===== src/rtl/ov7670_cfg_sequencer.sv =====
// Walks an (addr, data) register table and issues one SCCB write per entry,
// with power-up wait, delay/end markers, NACK retry and a busy timeout.
module ov7670_cfg_sequencer #(
   parameter int IDX_W        = 7,
   parameter int MAX_RETRIES  = 3,
   parameter int DELAY_UNIT   = 800,
   parameter int START_DELAY  = 800,
   parameter int BUSY_TIMEOUT = 64
) (
   input  logic             clk_800KHz,
   input  logic             rst_n,
   input  logic             start,
   output logic [IDX_W-1:0] rom_index,
   input  logic [7:0]       rom_addr,
   input  logic [7:0]       rom_data,
   output logic [7:0]       sccb_addr,
   output logic [7:0]       sccb_data,
   output logic             sccb_en,
   input  logic             sccb_ready,
   input  logic             sccb_busy,
   input  logic             sccb_ack,
   output logic             running,
   output logic             done,
   output logic             error,
   output logic [IDX_W-1:0] err_index
);

   localparam int               TO_W      = $clog2(BUSY_TIMEOUT + 1);
   localparam logic [TO_W-1:0]  TO_LAST   = TO_W'(BUSY_TIMEOUT - 1);
   localparam logic [IDX_W-1:0] LAST_IDX  = '1;
   localparam logic [31:0]      START_CNT = 32'(START_DELAY);
   localparam logic [31:0]      UNIT_CNT  = 32'(DELAY_UNIT);
   localparam logic [7:0]       RETRY_MAX = 8'(MAX_RETRIES);

   typedef enum logic [3:0] {
      IDLE, PWR_WAIT, FETCH, DECODE, ISSUE, WAIT_DONE, CHECK, DELAY, DONE, ERROR
   } state_t;

   state_t           state, state_n;
   logic [31:0]      cnt, cnt_n;
   logic [TO_W-1:0]  tcnt, tcnt_n;
   logic [7:0]       retry, retry_n;
   logic             ack_r, ack_n;
   logic [IDX_W-1:0] index_n, err_index_n;
   logic [7:0]       addr_n, data_n;
   logic             en_n, running_n, done_n, error_n;

   always_ff @(posedge clk_800KHz) begin
      if (!rst_n) begin
         state     <= IDLE;
         cnt       <= '0;
         tcnt      <= '0;
         retry     <= '0;
         ack_r     <= 1'b0;
         rom_index <= '0;
         sccb_addr <= '0;
         sccb_data <= '0;
         sccb_en   <= 1'b0;
         running   <= 1'b0;
         done      <= 1'b0;
         error     <= 1'b0;
         err_index <= '0;
      end else begin
         state     <= state_n;
         cnt       <= cnt_n;
         tcnt      <= tcnt_n;
         retry     <= retry_n;
         ack_r     <= ack_n;
         rom_index <= index_n;
         sccb_addr <= addr_n;
         sccb_data <= data_n;
         sccb_en   <= en_n;
         running   <= running_n;
         done      <= done_n;
         error     <= error_n;
         err_index <= err_index_n;
      end
   end

   always_comb begin
      state_n     = state;
      cnt_n       = cnt;
      tcnt_n      = tcnt;
      retry_n     = retry;
      ack_n       = ack_r;
      index_n     = rom_index;
      addr_n      = sccb_addr;
      data_n      = sccb_data;
      en_n        = sccb_en;
      running_n   = running;
      done_n      = done;
      error_n     = error;
      err_index_n = err_index;
      case (state)
         IDLE, DONE, ERROR: begin
            if (start) begin
               state_n   = PWR_WAIT;
               cnt_n     = START_CNT;
               index_n   = '0;
               retry_n   = '0;
               done_n    = 1'b0;
               error_n   = 1'b0;
               running_n = 1'b1;
            end
         end
         // Counters stop at 1 so a load of n gives n wait cycles (and 0 gives one).
         PWR_WAIT: begin
            if (cnt <= 32'd1) state_n = FETCH;
            else              cnt_n   = cnt - 32'd1;
         end
         FETCH: state_n = DECODE;
         DECODE: begin
            if (rom_addr == 8'hFF && rom_data == 8'hFF) begin
               state_n   = DONE;
               done_n    = 1'b1;
               running_n = 1'b0;
            end else if (rom_addr == 8'hFE) begin
               state_n = DELAY;
               cnt_n   = {24'd0, rom_data} * UNIT_CNT;
            end else begin
               state_n = ISSUE;
               addr_n  = rom_addr;
               data_n  = rom_data;
               en_n    = sccb_ready;
               tcnt_n  = '0;
            end
         end
         ISSUE: begin
            if (sccb_en) begin
               if (sccb_busy) begin
                  en_n    = 1'b0;
                  state_n = WAIT_DONE;
               end else if (tcnt == TO_LAST) begin
                  en_n    = 1'b0;
                  ack_n   = 1'b0;
                  state_n = CHECK;
               end else begin
                  tcnt_n = tcnt + TO_W'(1);
               end
            end else if (sccb_ready) begin
               en_n   = 1'b1;
               tcnt_n = '0;
            end
         end
         WAIT_DONE: begin
            if (!sccb_busy) begin
               ack_n   = sccb_ack;
               state_n = CHECK;
            end
         end
         CHECK: begin
            if (ack_r) begin
               retry_n = '0;
               if (rom_index == LAST_IDX) begin
                  state_n   = DONE;
                  done_n    = 1'b1;
                  running_n = 1'b0;
               end else begin
                  index_n = rom_index + IDX_W'(1);
                  state_n = FETCH;
               end
            end else begin
               retry_n = retry + 8'd1;
               if ((retry + 8'd1) < RETRY_MAX) begin
                  state_n = ISSUE;
                  en_n    = sccb_ready;
                  tcnt_n  = '0;
               end else begin
                  err_index_n = rom_index;
                  error_n     = 1'b1;
                  running_n   = 1'b0;
                  state_n     = ERROR;
               end
            end
         end
         DELAY: begin
            if (cnt <= 32'd1) begin
               if (rom_index == LAST_IDX) begin
                  state_n   = DONE;
                  done_n    = 1'b1;
                  running_n = 1'b0;
               end else begin
                  index_n = rom_index + IDX_W'(1);
                  state_n = FETCH;
               end
            end else begin
               cnt_n = cnt - 32'd1;
            end
         end
         default: state_n = IDLE;
      endcase
   end

endmodule


===== config.mk =====
export PLATFORM = sky130hd
export DESIGN_NAME = ov7670_cfg_sequencer
export DESIGN_NICKNAME = d
export VERILOG_FILES = /design/src/rtl/ov7670_cfg_sequencer.sv
export SDC_FILE = /design/constraint.sdc
export NUM_CORES = 1
export LEC_CHECK = 0
export BUFFER_PORTS_ARGS = -buffer_cell sky130_fd_sc_hd__buf_4
export CAP_MARGIN = 20
export CORE_ASPECT_RATIO = 0.8
export CORE_MARGIN = 2
export CORE_UTILIZATION = 59
export CTS_CLUSTER_DIAMETER = 150
export DETAILED_ROUTE_END_ITERATION = 16
export GPL_TIMING_DRIVEN = 1
export PLACE_DENSITY = 0.76
export SYNTH_ARGS = -nofsm -noshare
export SYNTH_HDL_FRONTEND = slang
export SYNTH_SLANG_ARGS = --single-unit

===== constraint.sdc =====
create_clock -name clk_800KHz -period 4.2 [get_ports clk_800KHz]
set_input_delay 0.42 -clock clk_800KHz [delete_from_list [all_inputs] [get_ports clk_800KHz]]
set_output_delay 0.42 -clock clk_800KHz [all_outputs]
set_load 0.05 [all_outputs]

=== Word level (Yosys, flattened, before mapping) ===
Index checks and enable logic that the tools add are counted.

* Output and inout bits: 34
* Input bits: 22
* Logic and storage cells: 146
* Register bits: 86

* Magnitude comparators: 2
* Equal/unequal tests: 35
* Bitwise gates (word level): 4
* $add $sub $neg: 4
* $mul: 1
* Multiplexer cells: 65
* Reductions and logical operators: 22

{| class="wikitable"
|+ Operators by type and width
! cell !! count
|-
| 32-bit two-way mux || 4
|-
| 32-bit one-hot mux with 3 select lines || 1
|-
| 7-bit two-way mux || 12
|-
| 4-bit two-way mux || 11
|-
| 7-bit one-hot mux with 3 select lines || 2
|-
| 32-bit by 1-bit <= comparator with 1-bit output (second input constant) || 1
|-
| 2-bit != test (second input constant) || 16
|-
| 4-bit one-hot mux with 8 select lines || 1
|-
| 32-bit by 1-bit subtractor with 32-bit output (second input constant) || 1
|-
| 1-bit two-way mux || 25
|-
| 5-bit AND reduction || 5
|-
| 8-bit == test (second input constant) || 3
|-
| 4-bit by 3-bit == test with 1-bit output (second input constant) || 4
|-
| 8-bit two-way mux || 2
|-
| 8-bit one-hot mux with 2 select lines || 1
|-
| 3-bit != test (second input constant) || 5
|-
| 7-bit by 1-bit adder with 7-bit output (second input constant) || 2
|-
| 8-bit by 5-bit multiplier with 13-bit output (second input constant) || 1
|-
| 3-bit nonzero test || 3
|-
| 8-bit by 1-bit adder with 8-bit output (second input constant) || 1
|-
| 4-bit by 2-bit == test with 1-bit output (second input constant) || 2
|-
| 4-bit == test (second input constant) || 2
|-
| 8-bit by 2-bit < comparator with 1-bit output (second input constant) || 1
|-
| 1-bit one-hot mux with 4 select lines || 2
|-
| 18 further kinds || 25
|}

=== Longest topological paths before layout ===
Gate-level depths: netlist (run 1).

* Word-level depth: 5
* Gate-level depth with buffers: 13
* Depth with buffers taken out: 13

=== Least setup slack after synthesis (run 1) ===
OpenSTA, ideal clock, no wires.

* Path type: input -> register
* Start point: in rom_data[2]
* End point: reg cnt[17]
* Path slack: 0.965 ns
* Required time: 4.112 ns
* Buffers on the path: 0
* Cell stages on the path: 11
* Arrival: 3.147 ns
* Setup time: 0.088 ns
* Path through: ha_1 > ha_1 > fa_1 > ha_1 > nor2b_1 > o31a_1 > or4_1 > a31oi_1 > xnor2_1 > a22oi_1 > o31ai_1

* Word-level cells in the longest chain between the ends: 4
* Elaborated cells on any way between the ends: 8
* Classes of those cells: mul: 1; eq/ne: 2; mux: 3; reduce/logical: 2

{| class="wikitable"
|+ RTL lines
! what !! RTL line !! source
|-
| start, declared || 15 || <nowiki>input logic [7:0] rom_data,</nowiki>
|-
| 8-bit by 5-bit multiplier with 13-bit output or 8-bit == test (tied branches) || 119, 113 ||
|-
| 32-bit two-way mux or 1-bit logical AND (tied branches) || 117, 113 ||
|-
| 32-bit two-way mux or 2-bit != test (tied branches) || -- ||
|-
| 32-bit one-hot mux with 3 select lines or 5-bit AND reduction (tied branches) || -- ||
|-
| end signal, assigned || 65 || <nowiki>cnt <= cnt_n;</nowiki>
|-
| end, declared || 40 || <nowiki>logic [31:0] cnt, cnt_n;</nowiki>
|}

Several ways; a longest one is shown, not always the timed one. The select of a mux whose other input is x is not followed.
A chain may end at the register's enable or synchronous reset.

=== Final worst setup path (run 1) ===
Ends and elaborated chain as after synthesis.

==> results of run 1 <==
[cells in the mapped netlist, types with 3 or more instances]
library cell and instances:
nand2b_1 6, nand2_1 44, nand4b_1 3, o21ai_0 40, o21a_1 5, inv_1 19, or4_1 8, mux2i_1 17
xnor2_1 14, a22oi_1 6, nand4_1 6, nor3_1 25, dfxtp_1 86, ha_1 35, nor2b_1 4, fa_1 3
a21oi_1 39, xor2_1 12, nor3b_1 3, clkbuf_1 24, nand3_1 27, nor4_1 12, o211ai_1 4, or3_1 14
a31oi_1 8, and3_1 5, and2_1 3, o22ai_1 5, nor2_1 83, a211oi_1 8
[registers in the layout (all words and copies together) (netlist names)]
signal,cells
rom_index,7
tcnt,7
sccb_en,1
retry,8
ack_r,1
sccb_addr,8
error,1
sccb_data,8
state,4
done,1
running,1
cnt,32
err_index,7
[kinds of logic (layout without fill, tap and decap cells)]
| family | Yosys count | in the layout |
|---|---|---|
| buffers and inverters | 48 | 94 |
| DFF | 86 | 86 |
| xor gates and xnor gates | 26 | 26 |
| muxes | 17 | 17 |
| AOI/OAI and AO/OA | 145 | 145 |
| and+or+nand+nor | 257 | 257 |
| adders and majority gates | 38 | 38 |
[layer usage]
metal	up-vias	share of wire (%)	routed length (µm)
li1	2336	-	-
met1	2197	48	5810
met2	184	43	5200
met3	25	7.0	842
met4	0	1.7	208
met5	-	0	0
[report_power, final]
group | internal, mW | switching, mW | total, mW
Sequential | 0.942 | 0.161 | 1.10
Combinational | 0.673 | 1.11 | 1.78
Clock | 0.205 | 0.283 | 0.488
Total | 1.82 | 1.55 | 3.37
[cell type report]
cell class                 count  area [µm²]  share of cell area, %
multi-input combinational    483        3080                   54.9
clock inverter                 2        12.5                  0.223
inverter                      20        75.1                   1.34
sequential                    86        1720                   30.7
tap                          108         135                   2.41
timing repair buffer          61         455                   8.12
clock buffer                  11         131                   2.34
[worst min-delay path by stage]
stage                 start      endpoint  slack [ns]  depth (start not counted)
3_3_place_gp   err_index[0]  err_index[0]        0.44                          2
5_1_grt         rom_addr[5]  sccb_addr[5]        0.28                          3
3_5_place_dp   err_index[2]  err_index[2]        0.45                          2
4_1_cts         rom_addr[5]  sccb_addr[5]        0.29                          3
2_1_floorplan       cnt[21]       cnt[21]        0.44                          2
6_report        rom_addr[6]  sccb_addr[6]        0.30                          3
[per-stage QoR]
step | util (%) | power, mW | cells | hold slack, ns | instance area [µm²]
CTS | 69.3 | 3.34 | 770 | 0.292 | 5610
floorplan | - | 2.47 | 617 | 0.437 | 5000
global route | 69.4 | 3.65 | 771 | 0.284 | 5610
finish | 69.4 | 3.37 | 771 | 0.304 | 5610
global placement | 67.5 | 2.79 | 757 | 0.444 | 5460
detailed placement | 67.5 | 2.85 | 757 | 0.453 | 5460
[worst max-delay path, cell delays in order]
cell,delay (ns)
buf_4,0.13
ha_1,0.30
ha_1,0.32
fa_1,0.47
ha_1,0.36
nor2b_1,0.16
o31a_1,0.27
or4_1,0.40
a31oi_1,0.21
xnor2_1,0.13
a22oi_1,0.08
o31ai_1,0.20
==> flow_summary.toml, run 1 <==
[power_and_ir_drop]
p_leak_nw = 2.24
powerDensity_mw_per_mm2 = 601
vdd_drop_max_uv = 332

[route]
drt_iter0_drc = 399
viasPerCell = 6.15
detail_route.wl_per_cell_um = 15.6
wirelength_um = 12100
via_count = 4742
ant_nets = 0
firstDrtPassIters = 5
drc = 0

[die]
die_area_mm2 = 0.00922
die_width_um = 107
num_io_pins = 56
floorplan.die.height_um = 86.3
design.core.area_mm2 = 0.00809
rows = 29
start_util_pct = 61.7

[global_routing]
grt_pass1_vias = 4479
grt.busiest_layer = "met2"
grt_max_degree = 41
grt_antenna_before_repair = 0
use_met3_pct = 7.22
grt_usage_pct = 27.9
grt_pass1_wl_um = 20800
overflow = 0
use_met2_pct = 42.4
met1_usage_pct = 38.4

[logic_synthesis]
synth_area_leaders = "dfxtp_1, ha_1, nor2_1"
synth_mux_area_share_pct = 3.41
synth-async-reset-ratio_pct = 0
synth_seq_area_share_pct = 34.5
syn_area_per_cell_um2 = 8.10
synth_xor_area_share_pct = 4.56
synth_seq_cells = 86
synth-compound-area-share_pct = 18.2
synth_top_family_by_area = "simple AND/OR/NAND/NOR gates"
syn_nets = 677
ys.flop_type = "dfxtp_1"
synth_edf_count = 0
synth_top_area_share_pct = 34.5
synth-simple-area-share_pct = 25.5
netlist_area_mm2 = 0.00500
ys_warn_count = 0
yosys.cell_types.count = 66
synth_adder_area_share_pct = 9.97
synth_cells = 617
yosys.area.top_type = "dfxtp_1"

[finish]
nFillCells = 669
mostFrequentLayoutCells = "dfxtp_1, nor2_1, buf_4"
mostFrequentLayoutCell = "dfxtp_1"
final_nets = 721
drive_gt1_share_pct = 12.5
syn2layout_area_growth_pct = 12.3
insertedDiodeCount = 0

[clocking]
clk_pin_slew_ns = 0.08
htreeDepth = 3
cts.sinks = 86
postCtsSetupRepairBufs = 0
root_buffer = "clkbuf_8"
cts_hold_buf = 0
cts_buffers = 9
post_cts_resized = 0
clockBufferDepth = 2
cts_tree = "done"
clock_latency_ns = 0.36

[sta]
setup_viol_count_final = 0
worstMarginPinSlew_ns = 0.975
fin_crit_ns = 3.19
finalSetupTns_ns = 0
rsz0062_at_grt = "no"
clock_skew_ns = 0.00831
finalHoldViolCount = 0
worst_slack_ns = 1.01
finalMaxSlewViolations = 0
min_period_over_period_pct = 75.9
fmax_mhz = 314
max_slew_margin_pct = 33.3

[placement]
routabilityCongestion = 0.907
post-place-ws_ns = 0.650
portBuffers = 55
post-dp-hpwl_um = 8720

[status]
status = "finished, final reports clean"

[critical_path]
required_ns = 4.48
cp-start-kind = "input pin"
crit_arrival_ns = 3.47
cp-endpoint = "cnt[17]"
r2r-end = "cnt[5]"
reg2regPathDepth = 8
critPathKind = "input pin to register"
reg2reg_from = "state[0]"
startpoint = "rom_data[2]"
r2r_setup_slack_ns = 1.09
path_max_fanout = 4
end_kind = "register"

[min_path]
hold_class = "input pin to register"

[flow_run]
maxCapViolCount = 0
(Power assumes the default switching activity.)
==> run 2: changes to the inputs <==
Settings changed: ABC_AREA set to 1, CORE_UTILIZATION 59 to 54, PLACE_DENSITY 0.76 to 0.73.
Clock period 4.2 ns to 2.61 ns, I/O delays scaled along.
==> run 2 against run 1 <==
Compared with the run above:
- flip-flop and latch count unchanged
- clock-buffer cell count decreased by 2
- wire length grew 25%
- largest cell class unchanged
- largest power group unchanged
- highest routed layer unchanged
==> flow_summary.toml, run 2 <==
[route]
ant_nets = 0
dr_wl_met3_um = 1080
firstDrtPassIters = 5
drc = 0
drt_iter0_drc = 633
maxUsedRoutingLayer = "met4"
detail_route.wl_per_cell_um = 13.8
via_count = 5935
wl_met1_um = 7380
viasPerCell = 5.43
wirelength_um = 15100
dr_wl_met2_um = 6410

[logic_synthesis]
synth_cells = 883
synth-simple-area-share_pct = 37.7
synth_top_area_share_pct = 29.5
ys.flop_type = "dfxtp_1"
synth_xor_area_share_pct = 3.00
synth_mux_area_share_pct = 0
yosysMostFrequentCell = "nand2_1"
synth_edf_count = 0
synth-async-reset-ratio_pct = 0
synth_seq_area_share_pct = 29.5
synth_adder_area_share_pct = 8.54
synth_top_family_by_area = "simple AND/OR/NAND/NOR gates"
synth_area_leaders = "dfxtp_1, nand2_1, nor2_1"
synth_common_cells = "nand2_1, nor2_1, a21oi_1"
yosys.area.top_type = "dfxtp_1"
syn_area_per_cell_um2 = 6.60
synth-compound-area-share_pct = 13.5
ys_warn_count = 0
syn_nets = 943
yosys.cell_types.count = 44
synth_seq_cells = 86
netlist_area_mm2 = 0.00583

[status]
status = "finished, final reports clean"

[critical_path]
startpoint = "rom_data[3]"
reg2reg_from = "cnt[0]"
required_ns = 2.85
cp-start-kind = "input pin"
reg2regPathDepth = 12
r2r-end = "state[2]"
path_max_fanout = 4
end_kind = "register"
critPathKind = "input pin to register"
r2r_setup_slack_ns = 0.34
critPathMaxStageDelay_ns = 0.49
cp-endpoint = "cnt[15]"
cp_cell_sequence = "buf_4 > ha_1 > ha_1 > inv_1 > fa_1 > inv_1 > ha_1 > a21oi_2 > nand2_1 > a21oi_2 > inv_1 > nor2_1 > o22ai_1 > nor2_1 > nor2_1"
cpMaxStageDelayCell = "fa_1"
crit_arrival_ns = 2.68

[die]
num_io_pins = 56
rows = 33
start_util_pct = 56.2
die_width_um = 120
floorplan.die.height_um = 96.9
design.core.area_mm2 = 0.0104
die_area_mm2 = 0.0116

[global_routing]
grt_pass1_wl_um = 25500
grt_max_degree = 42
grt_pass1_vias = 5527
grt_antenna_before_repair = 0
overflow = 0
grt_usage_pct = 26.3

[min_path]
hold_class = "input pin to register"

[sta]
worstMarginPinSlew_ns = 0.501
fmax_mhz = 410
hold_slack_ns = 0.194
finalHoldViolCount = 0
worst_slack_ns = 0.173
clock_skew_ns = 0.00728
finalMaxSlewViolations = 0
fin_crit_ns = 2.44
setup_viol_count_final = 0
max_slew_margin_pct = 66.6
min_period_over_period_pct = 93.4

[finish]
nFillCells = 930
syn2layout_area_growth_pct = 15.7
final_nets = 1008
largest_register = "cnt"
mostFrequentLayoutCell = "nand2_1"
insertedDiodeCount = 0
fin_area_mm2 = 0.00674
utilization_pct = 65.1
drive_gt1_share_pct = 15.0
mostFrequentLayoutCells = "nand2_1, nor2_1, a21oi_1"
largest_reg_flops = 32

[flow_run]
maxCapViolCount = 0

[power_and_ir_drop]
p_leak_nw = 2.97
finalPower_mw = 5.81
vdd_drop_max_uv = 511
powerDensity_mw_per_mm2 = 862

[clocking]
cts.sinks = 86
clock_latency_ns = 0.35
clk_pin_slew_ns = 0.07
clockBufferDepth = 2
htreeDepth = 3
cts_buffers = 9
root_buffer = "clkbuf_16"
cts_tree = "done"

[placement]
post_dp_cell_area_mm2 = 0.00645
post-dp-hpwl_um = 11100
post-place-ws_ns = -0.192
routabilityCongestion = 0.944
portBuffers = 55
run 2: cell count changes after synthesis, moves of 14 or more:
cell     previous run  this run
a21oi_1            39        94
inv_1              19        72
mux2i_1            17         0
nand2_1            44       216
nand3_1            27        73
nand4_1             6        22
nor2_1             83       130
nor3_1             25         3
or3_1              14         0
run 2: through the flow:
| step | std cells | TNS [ns] |
|---|---|---|
| global placement | 1077 | -0.420 |
| floorplan | 883 | 0 |
| detailed placement | 1077 | -0.652 |
| global route | 1093 | -0.0589 |
| CTS | 1093 | 0 |
| finish | 1093 | 0 |
run 2: worst min path at each step:
| stage | startpoint | endpoint | slack (ns) | cells after the start |
|---|---|---|---|---|
| CTS | sccb_ack | ack_r | 0.19 | 3 |
| floorplan | sccb_ack | ack_r | 0.42 | 2 |
| detailed placement | error | error | 0.44 | 2 |
| finish | rom_addr[5] | sccb_addr[5] | 0.19 | 3 |
| global route | rom_addr[0] | sccb_addr[0] | 0.19 | 3 |
| global placement | error | error | 0.45 | 2 |
run 2: report_power, final:
part | leakage (nW) | internal [mW] | switching [mW]
sequential | 0.696 | 1.46 | 0.181
clock | 0.140 | 0.670 | 0.610
combinational | 2.13 | 0.951 | 1.94
run 2: critical path: cells and delay by family:
| family | cells | cell delay (ns) |
|---|---|---|
| fa+ha+maj | 4 | 1.42 |
| compound gates | 3 | 0.39 |
| buf+inv | 4 | 0.26 |
| simple gates | 4 | 0.34 |
run 2: timing repair:
action                                  CTS  global route
gates resized for setup                   0             2
hold buffers                              0             0
endpoints found under the setup margin    0             2
buffers inserted                          0             0
run 2: cell type report:
class                           count  area [µm²]  share of cell area [%]
Multi-Input combinational cell    695        3670                    54.4
Sequential cell                    86        1720                    25.5
Timing Repair Buffer               78         598                    8.87
Inverter                           78         294                    4.36
Clock buffer                        9         225                    3.34
Tap cell                          140         175                    2.60
Clock inverter                      7        62.6                   0.928
run 2: routing by layer:
layer  global-route usage, %  up-vias
met4                    8.33        0
met3                    6.78       24
met1                    37.2     2669
met5                       0        -
li1                        -     3044
met2                    39.1      198
run 2: logic make-up after synthesis:
family	Yosys count
adder cells (fa/ha/maj)	38
AND/OR/NAND/NOR	490
AO/OA/AOI/OAI	147
XOR/XNOR	20
buffers and inverters	102
flip-flops	86
